$ cat src/rtl/alu_pkg.sv
`default_nettype none
// ============================================================================
// Module      : alu_pkg
// Description : Opcode constants, datapath widths and arbiter FSM encoding
//               shared by the ALU arbiter and its sub-module.
// Revision    : 1.0  initial release
// ============================================================================
package alu_pkg;

  localparam int ALU_OPW = 5;
  localparam int XLEN    = 32;

  localparam logic [ALU_OPW-1:0] ALU_ADD  = 5'd0;
  localparam logic [ALU_OPW-1:0] ALU_SUB  = 5'd1;
  localparam logic [ALU_OPW-1:0] ALU_SLL  = 5'd2;
  localparam logic [ALU_OPW-1:0] ALU_SLT  = 5'd3;
  localparam logic [ALU_OPW-1:0] ALU_SLTU = 5'd4;
  localparam logic [ALU_OPW-1:0] ALU_XOR  = 5'd5;
  localparam logic [ALU_OPW-1:0] ALU_SRL  = 5'd6;
  localparam logic [ALU_OPW-1:0] ALU_SRA  = 5'd7;
  localparam logic [ALU_OPW-1:0] ALU_OR   = 5'd8;
  localparam logic [ALU_OPW-1:0] ALU_AND  = 5'd9;
  localparam logic [ALU_OPW-1:0] ALU_EQ   = 5'd10;
  localparam logic [ALU_OPW-1:0] ALU_NEQ  = 5'd11;
  localparam logic [ALU_OPW-1:0] ALU_LT   = 5'd12;
  localparam logic [ALU_OPW-1:0] ALU_GE   = 5'd13;
  localparam logic [ALU_OPW-1:0] ALU_LTU  = 5'd14;
  localparam logic [ALU_OPW-1:0] ALU_GEU  = 5'd15;

  typedef enum logic [1:0] {
    ST_IDLE = 2'd0,
    ST_EXEC = 2'd1,
    ST_RESP = 2'd2
  } state_e;

endpackage
`default_nettype wire

$ cat src/rtl/alu_arbiter_rr_arbiter.sv
`default_nettype none
// ============================================================================
// Module      : rr_arbiter
// Description : Combinational rotating-priority arbiter; search starts at ptr
//               and wraps modulo NREQ. Returns one-hot grant and its index.
// Revision    : 1.0  initial release
// ============================================================================
module rr_arbiter #(
  parameter int NREQ = 2,
  parameter int IDW  = 3
) (
  input  logic [NREQ-1:0] req,
  input  logic [IDW-1:0]  ptr,
  input  logic            enable,
  output logic [NREQ-1:0] grant,
  output logic [IDW-1:0]  idx
);

  int   cand;
  logic found;

  always_comb begin
    grant = '0;
    idx   = '0;
    found = 1'b0;
    cand  = 0;
    if (enable) begin
      for (int k = 0; k < NREQ; k++) begin
        cand = int'(ptr) + k;
        if (cand >= NREQ) begin
          cand = cand - NREQ;
        end
        for (int i = 0; i < NREQ; i++) begin
          if (!found && (cand == i) && req[i]) begin
            grant[i] = 1'b1;
            idx      = IDW'(i);
            found    = 1'b1;
          end
        end
      end
    end
  end

endmodule
`default_nettype wire

$ cat src/rtl/alu_arbiter.sv
`default_nettype none
// ============================================================================
// Module      : alu_arbiter
// Description : Shares one combinational ALU among NREQ requesters; one op in
//               flight, registered ALU inputs, tagged response channel.
//               Define ALU_ARB_FIXED_PRIO_EN for fixed lowest-index priority.
// Revision    : 1.0  initial release
// ============================================================================
module alu_arbiter
  import alu_pkg::*;
#(
  parameter int NREQ = 2,
  parameter int IDW  = 3
) (
  input  logic                    clk,
  input  logic                    reset,
  input  logic [NREQ-1:0]         req_valid,
  input  logic [ALU_OPW*NREQ-1:0] req_op,
  input  logic [XLEN*NREQ-1:0]    req_lhs,
  input  logic [XLEN*NREQ-1:0]    req_rhs,
  output logic [NREQ-1:0]         req_ready,
  output logic [ALU_OPW-1:0]      alu_op,
  output logic [XLEN-1:0]         alu_lhs,
  output logic [XLEN-1:0]         alu_rhs,
  input  logic [XLEN-1:0]         alu_res,
  output logic                    resp_valid,
  input  logic                    resp_ready,
  output logic [XLEN-1:0]         resp_data,
  output logic [IDW-1:0]          resp_id,
  output logic                    busy
);

  state_e              state_q, state_d;
  logic [ALU_OPW-1:0]  alu_op_q, alu_op_d;
  logic [XLEN-1:0]     alu_lhs_q, alu_lhs_d;
  logic [XLEN-1:0]     alu_rhs_q, alu_rhs_d;
  logic [IDW-1:0]      id_q, id_d;
  logic                resp_valid_q, resp_valid_d;
  logic [XLEN-1:0]     resp_data_q, resp_data_d;
  logic [IDW-1:0]      resp_id_q, resp_id_d;

  logic [NREQ-1:0]     grant;
  logic [IDW-1:0]      grant_idx;
  logic [IDW-1:0]      ptr;
  logic                arb_en;

  logic [ALU_OPW-1:0]  op_arr  [NREQ];
  logic [XLEN-1:0]     lhs_arr [NREQ];
  logic [XLEN-1:0]     rhs_arr [NREQ];
  logic [ALU_OPW-1:0]  sel_op;
  logic [XLEN-1:0]     sel_lhs;
  logic [XLEN-1:0]     sel_rhs;

  for (genvar i = 0; i < NREQ; i++) begin : g_unpack
    assign op_arr[i]  = req_op[i*ALU_OPW +: ALU_OPW];
    assign lhs_arr[i] = req_lhs[i*XLEN +: XLEN];
    assign rhs_arr[i] = req_rhs[i*XLEN +: XLEN];
  end

  // Grants are only offered in IDLE and never during the reset cycle.
  assign arb_en = (state_q == ST_IDLE) && !reset;

  rr_arbiter #(
    .NREQ (NREQ),
    .IDW  (IDW)
  ) u_rr_arbiter (
    .req    (req_valid),
    .ptr    (ptr),
    .enable (arb_en),
    .grant  (grant),
    .idx    (grant_idx)
  );

`ifdef ALU_ARB_FIXED_PRIO_EN
  assign ptr = '0;
`else
  logic [IDW-1:0] ptr_q, ptr_d;

  always_comb begin
    ptr_d = ptr_q;
    if (|grant) begin
      if (grant_idx == IDW'(NREQ - 1)) begin
        ptr_d = '0;
      end else begin
        ptr_d = grant_idx + IDW'(1);
      end
    end
  end

  always_ff @(posedge clk) begin
    if (reset) begin
      ptr_q <= '0;
    end else begin
      ptr_q <= ptr_d;
    end
  end

  assign ptr = ptr_q;
`endif

  always_comb begin
    sel_op  = '0;
    sel_lhs = '0;
    sel_rhs = '0;
    for (int i = 0; i < NREQ; i++) begin
      if (grant[i]) begin
        sel_op  = op_arr[i];
        sel_lhs = lhs_arr[i];
        sel_rhs = rhs_arr[i];
      end
    end
  end

  always_comb begin
    state_d      = state_q;
    alu_op_d     = alu_op_q;
    alu_lhs_d    = alu_lhs_q;
    alu_rhs_d    = alu_rhs_q;
    id_d         = id_q;
    resp_valid_d = resp_valid_q;
    resp_data_d  = resp_data_q;
    resp_id_d    = resp_id_q;
    case (state_q)
      ST_IDLE: begin
        if (|grant) begin
          alu_op_d  = sel_op;
          alu_lhs_d = sel_lhs;
          alu_rhs_d = sel_rhs;
          id_d      = grant_idx;
          state_d   = ST_EXEC;
        end
      end
      ST_EXEC: begin
        resp_data_d  = alu_res;
        resp_id_d    = id_q;
        resp_valid_d = 1'b1;
        state_d      = ST_RESP;
      end
      ST_RESP: begin
        if (resp_ready) begin
          resp_valid_d = 1'b0;
          state_d      = ST_IDLE;
        end
      end
      default: begin
        state_d = ST_IDLE;
      end
    endcase
  end

  always_ff @(posedge clk) begin
    if (reset) begin
      state_q      <= ST_IDLE;
      alu_op_q     <= '0;
      alu_lhs_q    <= '0;
      alu_rhs_q    <= '0;
      id_q         <= '0;
      resp_valid_q <= 1'b0;
      resp_data_q  <= '0;
      resp_id_q    <= '0;
    end else begin
      state_q      <= state_d;
      alu_op_q     <= alu_op_d;
      alu_lhs_q    <= alu_lhs_d;
      alu_rhs_q    <= alu_rhs_d;
      id_q         <= id_d;
      resp_valid_q <= resp_valid_d;
      resp_data_q  <= resp_data_d;
      resp_id_q    <= resp_id_d;
    end
  end

  assign req_ready  = grant;
  assign alu_op     = alu_op_q;
  assign alu_lhs    = alu_lhs_q;
  assign alu_rhs    = alu_rhs_q;
  assign resp_valid = resp_valid_q;
  assign resp_data  = resp_data_q;
  assign resp_id    = resp_id_q;
  assign busy       = (state_q != ST_IDLE);

endmodule
`default_nettype wire

$ cat config.mk
export PLATFORM = sky130hd
export DESIGN_NAME = alu_arbiter
export DESIGN_NICKNAME = d
export VERILOG_FILES = /design/src/rtl/alu_pkg.sv /design/src/rtl/alu_arbiter_rr_arbiter.sv /design/src/rtl/alu_arbiter.sv
export SDC_FILE = /design/constraint.sdc
export NUM_CORES = 1
export LEC_CHECK = 0
export ABC_AREA = 1
export CORE_UTILIZATION = 41
export CTS_BUF_LIST = sky130_fd_sc_hd__clkbuf_16
export CTS_CLUSTER_DIAMETER = 60
export DETAILED_ROUTE_END_ITERATION = 12
export PLACE_DENSITY_LB_ADDON = 0.08
export SKIP_LAST_GASP = 1
export SYNTH_ARGS = -nofsm -noshare
export SYNTH_HDL_FRONTEND = slang
export SYNTH_HIERARCHICAL = 1
export SYNTH_SLANG_ARGS = --single-unit
$ cat constraint.sdc
create_clock -name clk -period 2.7 [get_ports clk]
set_input_delay 0.27 -clock clk [delete_from_list [all_inputs] [get_ports clk]]
set_output_delay 0.27 -clock clk [all_outputs]
set_load 0.005 [all_outputs]
==> run summary <==
status = completed
initial core utilization = 42.6%
CP top delay family = simple AND/OR/NAND/NOR gates
number of synthesized flops with an enable pin = 0
critical-path cell list = inv_1 > ha_1 > ha_1 > inv_1 > nand3_1 > nand3_1 > nor2_1 > nor2_1 > nand2_1 > a21oi_4 > inv_4 > nand2_8 > nand2_4 > clkbuf_16 > nor2_1 > nor2_1
Die Span Y = 120 µm
Max clock buf depth = 2
Worst EP arrival = 2.83 ns
Finish-stage setup viols = 0
Power Total = 9410 µW
Final Cycle Share = 93.3%
warnings from Yosys = 6
First DRT Iteration DRCs = 335
Remaining DRCs = 0
Worst Clk Skew = 0.00742 ns
Num CTS Buffers = 17
clock sink total = 113
Yosys cell types = 24
root buffer cell = clkbuf_16
Lkg Pwr = 0.00450 µW
max cap viols = 0
required time worst endpoint = 3.01 ns
post-synthesis sequential area ratio = 39.6%
Post-Syn Area = 5710 µm²
Async SR Flop Fraction = 0%
Worst-Skew Late Latency = 0.41 ns
Hold WC Path Type = primary input to flop
Pre-antenna DRT Iters = 4
die area = 14,400 µm²
Final Hold Vio Count = 0
Post-Layout Cell Count = 1,394
Final nets = 1,387
Fin Setup TNS = 0 ns
GRT overflow = 0
Peak Freq = 397 MHz
Worst-Margin Slew = 0.738 ns
CTS HTree Levels = 4
synth top area cells = dfxtp_1 (40%), nand2_1 (20%), nor2_1 (15%), nand3_1 (6.8%), inv_1 (5.6%)
Startpoint Class = flop
IO Count = 283
core footprint = 13,400 µm²
row count = 42
peak supply drop = 509 µV
Vias/cell = 4.57
Die X = 120 µm
dominant cell type by area after synthesis = dfxtp_1
PortBufs = 282
final hold slack = 0.471 ns
worst rel slew slack = 50.8%
most frequent cells after synthesis = nand2_1 (300), nor2_1 (224), dfxtp_1 (113)
total global-route track usage = 24.4%
Pwr Density = 989 nW/µm²
worst-path maximum fanout = 16
drt total wl = 18,200 µm
critical path class = flop to flop
CTS tree = built
Synth Instances = 933
area growth from synthesis to layout = 66.7%
# diodes = 0
post-synthesis register bit count = 113
Synth Flop Type = dfxtp_1
slowest CP cell = dfxtp_2
crit-path most repeated cell = nor2_1
CP Capture Type = flop
Clk pin slew, worst setup/hold paths = 0.05 ns
via count = 6,370
max incr delay on CP = 0.35 ns
routed len/inst = 13.0 µm
share of layout cells above drive strength 1 = 6.57%
Avg Cell Area, Syn = 6.12 µm²
routability congestion estimate = 0.808
dpl cells = 1,352
post-synth top area share = 39.6%
RSZ-0062 raised after global routing = true
hpwl dp = 12,300 µm
Routed Antenna Nets = 0
pre-CTS setup slack = 0.0721 ns
initial antenna violation count = 0
Bufs and invs on worst path = 4
number of global-route vias before repair = 5,711
Setup WS post-layout = 0.180 ns
count leader, synth = nand2_1
Final Max Slew Viols = 0
first-pass GRT wire length = 27,600 µm
largest net degree at the start of global routing = 69
Tmin final = 2.52 ns
tightest hold or removal path: stages:
cell	delay (ns)
clkdlybuf4s50_1	0.40
o21ai_1	0.13
nor2_1	0.04
logic make-up after synthesis:
kind of cell,Yosys count,share of synthesized area (%)
simple gates,617,43.2
buf+inv,149,11.6
flops,113,39.6
compound gates,47,4.18
fa+ha+maj,6,1.31
other cells,1,0.0657
per-layer routing:
| metal | track usage, % | vias to the layer above | part of all wire, % |
|---|---|---|---|
| met5 | 0 | - | 0 |
| met4 | 8.36 | 0 | 1.4 |
| met3 | 11.0 | 17 | 10 |
| met2 | 41.1 | 226 | 47 |
| met1 | 27.0 | 2766 | 41 |
| li1 | - | 3361 | - |
final timing paths:
| kind | startpoint | endpoint | slack (ns) | cells after the start |
|---|---|---|---|---|
| min | alu_res[17] | resp_data[17]$_SDFFE_PP0P_ | 0.47 | 3 |
| max | ptr[0]$_SDFFE_PP0P_ | alu_lhs[0]$_SDFFE_PP0P_ | 0.18 | 16 |
| max reg2reg | ptr[0]$_SDFFE_PP0P_ | alu_lhs[0]$_SDFFE_PP0P_ | 0.18 | 16 |
| min reg2reg | id_q[0]$_SDFFE_PP0P_ | id_q[0]$_SDFFE_PP0P_ | 0.48 | 2 |
cell usage in the layout (no fill, tap or decap), drive strengths merged:
cell type,instances
clkdlybuf4s50,280
ha,6
nand3b,3
inv,94
buf,22
clkinv,6
nand3,79
nand4,1
clkbuf,22
bufinv,6
o21ai,37
dlygate4sd2,1
conb,2
nand2,309
nor2,227
dfxtp,113
a21oi,10
cell type report:
cell class,instances,area [µm²]
clock inverter,14,220
inverter,92,349
fill,1190,3880
clock buffer,17,425
multi-input combinational,674,2860
tap,176,220
timing repair buffer,308,3180
sequential,113,2260
stage by stage:
step	instance area (µm²)	utilization, %
2_1_floorplan	5720	-
3_3_place_gp	8690	64.8
3_5_place_dp	8690	64.8
4_1_cts	9340	69.7
5_1_grt	9520	71.1
6_report	9520	71.1
what timing repair did:
| item | 4_1_cts | 5_1_grt |
|---|---|---|
| hold buffers | 0 | 0 |
| setup buffers | 1 | 3 |
| setup endpoints to repair | 2 | 69 |
| gates resized for setup | 4 | 6 |
| pin swaps | 1 | 1 |
| cloned | 0 | 7 |
state kept, by name, summed over array words and instances (netlist names):
register    flops
state_q         2
ptr             3
alu_op          5
resp_id         3
alu_lhs        32
alu_rhs        32
resp_valid      1
resp_data      32
id_q            3
power breakdown:
part	internal, µW	switching (µW)	total, µW
sequential	2130	223	2350
combinational	2180	2410	4590
clock	1710	766	2470
total	6020	3400	9410
(Power assumes the default switching activity.)
